`src/rtl/fetch_stage_pkg.sv`:
```
// Shared constants, IF/ID payload type and fetch-address check for the MIPS IF stage.
package fetch_stage_pkg;

  localparam logic [31:0] DEF_PC_RESET   = 32'h0000_3000;
  localparam logic [31:0] DEF_EXC_ENTRY  = 32'h0000_4180;
  localparam logic [31:0] DEF_IMEM_BASE  = 32'h0000_3000;
  localparam logic [31:0] DEF_IMEM_BYTES = 32'h0000_4000;
  localparam logic [31:0] NOP            = 32'h0000_0000;

  typedef struct packed {
    logic [31:0] instr;
    logic [31:0] pc;
    logic [31:0] pc8;
    logic        valid;
    logic        adel;
    logic        bd;
  } if_id_t;

  // Misaligned, or outside the [base, base+bytes) instruction window.
  function automatic logic fetch_adel(input logic [31:0] pc,
                                      input logic [31:0] base,
                                      input logic [31:0] bytes);
    return (pc[1:0] != 2'b00) || (pc < base) || (pc >= base + bytes);
  endfunction

endpackage

```
`src/rtl/fetch_stage_if_id_reg.sv`:
```
// IF/ID pipeline register: clr (flush to bubble) beats en (load), else hold.
module if_id_reg
  import fetch_stage_pkg::*;
#(
  parameter logic [31:0] PC_RESET = DEF_PC_RESET
) (
  input  logic   clk,
  input  logic   reset,
  input  logic   en_i,
  input  logic   clr_i,
  input  if_id_t d_i,
  output if_id_t q_o
);

  if_id_t q_q;

  // NOTE: sequential state uses non-blocking assignments so every register
  // samples pre-edge values regardless of process ordering.
  always_ff @(posedge clk or posedge reset) begin
    if (reset) begin
      q_q <= '{instr: NOP, pc: PC_RESET, pc8: PC_RESET + 32'd8,
               valid: 1'b0, adel: 1'b0, bd: 1'b0};
    end else if (clr_i) begin
      // A bubble still carries the PC that was being fetched.
      q_q <= '{instr: NOP, pc: d_i.pc, pc8: d_i.pc8,
               valid: 1'b0, adel: 1'b0, bd: 1'b0};
    end else if (en_i) begin
      q_q <= d_i;
    end
  end

  assign q_o = q_q;

endmodule

```
`src/rtl/fetch_stage.sv`:
```
// MIPS IF stage: PC register, next-PC selection, fetch address check and IF/ID register.
module fetch_stage
  import fetch_stage_pkg::*;
#(
  parameter logic [31:0] PC_RESET   = DEF_PC_RESET,
  parameter logic [31:0] EXC_ENTRY  = DEF_EXC_ENTRY,
  parameter logic [31:0] IMEM_BASE  = DEF_IMEM_BASE,
  parameter logic [31:0] IMEM_BYTES = DEF_IMEM_BYTES
) (
  input  logic        clk,
  input  logic        reset,
  input  logic        stall,
  input  logic        redirect,
  input  logic [31:0] redirect_pc,
  input  logic        id_is_branch,
  input  logic        exc_req,
  input  logic        eret_req,
  input  logic [31:0] epc,
  input  logic [31:0] imem_rdata,
  output logic [31:0] imem_addr,
  output logic [31:0] id_instr,
  output logic [31:0] id_pc,
  output logic [31:0] id_pc8,
  output logic        id_valid,
  output logic        id_exc_adel,
  output logic        id_bd
);

  logic [31:0] pc_q, pc_d;
  logic        adel;
  if_id_t      if_d, id_q;

  assign adel = fetch_adel(pc_q, IMEM_BASE, IMEM_BYTES);

  // NOTE: every path assigns pc_d because of the default first, so no latch.
  always_comb begin
    pc_d = pc_q;
    if (exc_req) begin
      pc_d = EXC_ENTRY;
    end else if (eret_req) begin
      pc_d = epc;
    end else if (!stall) begin
      pc_d = redirect ? redirect_pc : pc_q + 32'd4;
    end
  end

  always_ff @(posedge clk or posedge reset) begin
    if (reset) pc_q <= PC_RESET;
    else       pc_q <= pc_d;
  end

  always_comb begin
    if_d.instr = adel ? NOP : imem_rdata;
    if_d.pc    = pc_q;
    if_d.pc8   = pc_q + 32'd8;
    if_d.valid = 1'b1;
    if_d.adel  = adel;
    if_d.bd    = id_is_branch;
  end

  if_id_reg #(.PC_RESET(PC_RESET)) u_if_id (
    .clk   (clk),
    .reset (reset),
    .en_i  (~stall),
    .clr_i (exc_req | eret_req),
    .d_i   (if_d),
    .q_o   (id_q)
  );

  assign imem_addr   = pc_q;
  assign id_instr    = id_q.instr;
  assign id_pc       = id_q.pc;
  assign id_pc8      = id_q.pc8;
  assign id_valid    = id_q.valid;
  assign id_exc_adel = id_q.adel;
  assign id_bd       = id_q.bd;

endmodule

```
`config.mk`:
```
export PLATFORM = sky130hd
export DESIGN_NAME = fetch_stage
export DESIGN_NICKNAME = d
export VERILOG_FILES = /design/src/rtl/fetch_stage_pkg.sv /design/src/rtl/fetch_stage_if_id_reg.sv /design/src/rtl/fetch_stage.sv
export SDC_FILE = /design/constraint.sdc
export NUM_CORES = 1
export LEC_CHECK = 0
export CAP_MARGIN = 10
export CORE_MARGIN = 3
export CORE_UTILIZATION = 50
export CTS_CLUSTER_DIAMETER = 150
export CTS_CLUSTER_SIZE = 8
export DETAILED_ROUTE_END_ITERATION = 10
export PLACE_DENSITY = 0.95
export SLEW_MARGIN = 20
export SYNTH_ARGS = -nofsm -noshare
export SYNTH_HDL_FRONTEND = slang
export SYNTH_SLANG_ARGS = --single-unit
export TNS_END_PERCENT = 50
```
`constraint.sdc`:
```
create_clock -name clk -period 8.5 [get_ports clk]
set_input_delay 2.125 -clock clk [delete_from_list [all_inputs] [get_ports clk]]
set_output_delay 2.125 -clock clk [all_outputs]
set_load 0.01 [all_outputs]
```
==> metrics.txt <==
max-capacitance violation count=0; clk root buf=clkbuf_16; Final Instance Area=9700 µm²; CTS tree=yes; total placed cells including tap cells=roughly 1100; most common cell after layout, fill and taps aside=clkdlybuf4s50_1; CP startpoint=eret_req; worst-margin pin slew=946 ps; global-route wire length before repair=between 30000 and 40000 µm; count of yosys warnings during synthesis=0; routability congestion estimate=slightly below 1; Vias/cell=about 6; RSZ-0062 raised after global routing=no; Fin. Hold Viols=0; clk_skew=approximately 6.8 ps; Reg clk slew, reported paths=about 60 ps; R2R Path Start=imem_addr[17]; most frequent cells in the layout=clkdlybuf4s50_1, nand2_1, dfrtp_1; Iteration-0 DRC Markers=770; Layout area overhead=37.4%; DRT Wirelength=~23000 µm; CP Class=in2reg; Synth Net Count=887; total number of vias=approximately 6700; worst endpoint data arrival time=approximately 4800 ps; startpoint types=primary input; Worst Hold End=u_if_id.q_o[47]; I/O Buffers=around 230; latest clock arrival within the worst-skew pair=approximately 420 ps; post-CTS sizing=0; top fanout value on the critical path=40; Post-synth ARST share=100%; DRC=0; reg2reg setup slack=around 6100 ps; multi-input logic area=3180 µm²; crit-path cells=clkdlybuf4s50_1 -> buf_4 -> inv_2 -> nand2_1 -> nor2_1 -> and2_2 -> a22o_1; fin crit share=a little over 50%; die area=15600 µm²; row count=42; Crit path buffers/inverters=3; Die Height=125 µm; CTS max path bufs=2; ys flop type=dfrtp_1; maximum vdd drop=approximately 130 µV; ant diodes=0; Max H-tree Level=4; # Post-CTS Setup Buffers=0; layout cells sized above 1=under 10%; Core Area=13500 µm²; reg2reg end=u_if_id.q_o[70]; Reg area=about 3200 µm²; Cells after Synth=between 700 and 800; Pre-Repair DR Iteration Count=6; Cell Area, Synth=between 7000 and 8000 µm²; number of synthesized register bits=around 130; Fin Setup TNS=0 ps; fin. max-slew vios=0; Slew Limit Headroom=between 30% and 40%; post-placement cell area=approximately 9000 µm²; share of synthesized area occupied by flip-flops and latches=45.5%; initial core utilization=a little over half; outcome=finished, final reports clean; hold depth=2; Inserted Clock Buffers=17; Avg Synthesized Cell Area=9.04 µm²; WP data required=about 8900 ps; Max Fclk=roughly 0.23 GHz; vias in the first global route=roughly 6400; CTS sink cnt=128; Post-synth EDFFs=0; # setup viols final=0; nets@finish=around 1000; Leakage=4.04 nW; Netlist cell types=62; Core Util, Final=71.9%; Die Wd=approximately 120 µm; WL per Instance=20.1 µm; Final Instance Count excl. Fillers=~1100; hold-fix buffers at CTS=0; GRT overflow=0; GRT Util Overall=around 29%; cell area power density=between 150 and 200 nW/µm²; CP max stage delay=a little over 600 ps; R2R depth=5; hpwl dp=around 16000 µm; antenna violations before repair=0; largest net degree at the start of global routing=116; fill count=982; family with the most delay on the worst path=simple AND/OR/NAND/NOR gates; CP max-delay cell=and2_2; HP Class=reg2reg; Detail Route Antenna Nets=0; fin crit period=approximately 4400 ps; Worst Min Path Start=u_if_id.q_o[47]; CP endpoint kind=flop; io pins=~230
metal layers:
| metal | global-route usage (%) | routed length (µm) |
|---|---|---|
| met4 | 10.7 | 640 |
| met3 | 7.42 | 2380 |
| met1 | 40.2 | 9500 |
| met5 | 0 | 0 |
| met2 | 42.7 | 10100 |
logic make-up after synthesis:
logic type | count (synthesis) | synth area share (%)
AOI/OAI and AO/OA | 184 | 17.2
and+or+nand+nor | 303 | 21.3
DFF | 128 | 45.5
buffers and inverters | 116 | 9.57
muxes | 8 | 1.13
adders and majority gates | 3 | 0.532
xor gates and xnor gates | 39 | 4.84
area by class of cell:
type | instances | area share [%]
Sequential cell | 128 | 33.1
Multi-Input combinational cell | 537 | 32.8
Timing Repair Buffer | 238 | 24.4
Clock buffer | 20 | 4.71
Tap cell | 176 | 2.27
Clock inverter | 12 | 2.14
Inverter | 14 | 0.593
tightest hold or removal path: stages, from the launching register on:
cell and delay (ps):
dfstp_2 360, nand2_1 50, nand2_1 40
synth_stat cells (8+ instances only):
master / n / area share, %
nand2_1: 162 / 8.6
dfrtp_1: 121 / 43
o21ai_0: 48 / 3.4
buf_4: 42 / 4.5
a21oi_1: 41 / 2.9
nor2_1: 38 / 2.0
a22o_1: 32 / 4.0
clkbuf_1: 26 / 1.4
buf_2: 24 / 1.7
nor3_1: 20 / 1.4
xnor2_1: 20 / 2.5
xor2_1: 19 / 2.4
nand4_1: 17 / 1.5
nand3_1: 16 / 1.1
inv_1: 12 / 0.64
nor4_1: 9 / 0.80
and3_1: 8 / 0.71
mux2i_1: 8 / 1.1
o22ai_1: 8 / 0.71
registers in the layout, summed over array words and instances, names as in the netlist:
signal,cells
imem_addr,32
u_if_id.q_o,96
through the flow:
step           power (mW)  hold slack, ps  worst slack, ps
6_report             1.82             457             4080
3_3_place_gp         1.00             442             3490
4_1_cts              1.83             461             3790
5_1_grt              1.88             488             3910
3_5_place_dp         1.01             453             3350
2_1_floorplan       0.856             460             2970
power by group:
part / switching [mW] / leakage [nW] / total (mW) / internal (mW)
Clock: 0.277 / 0.313 / 0.815 / 0.538
Combinational: 0.137 / 2.07 / 0.293 / 0.156
Sequential: 0.0614 / 1.65 / 0.713 / 0.652
Total: 0.476 / 4.04 / 1.82 / 1.35
how the worst max path moves through the flow:
stage / to / slack (ps) / depth (start not counted)
after CTS: u_if_id.q_o[70] / 3790 / 7
after global placement: u_if_id.q_o[82] / 3490 / 7
after floorplan: imem_addr[0] / 2970 / 1
after detailed placement: u_if_id.q_o[87] / 3350 / 7
final: u_if_id.q_o[70] / 4080 / 7
after global routing: u_if_id.q_o[70] / 3910 / 7
(Power assumes the default switching activity.)
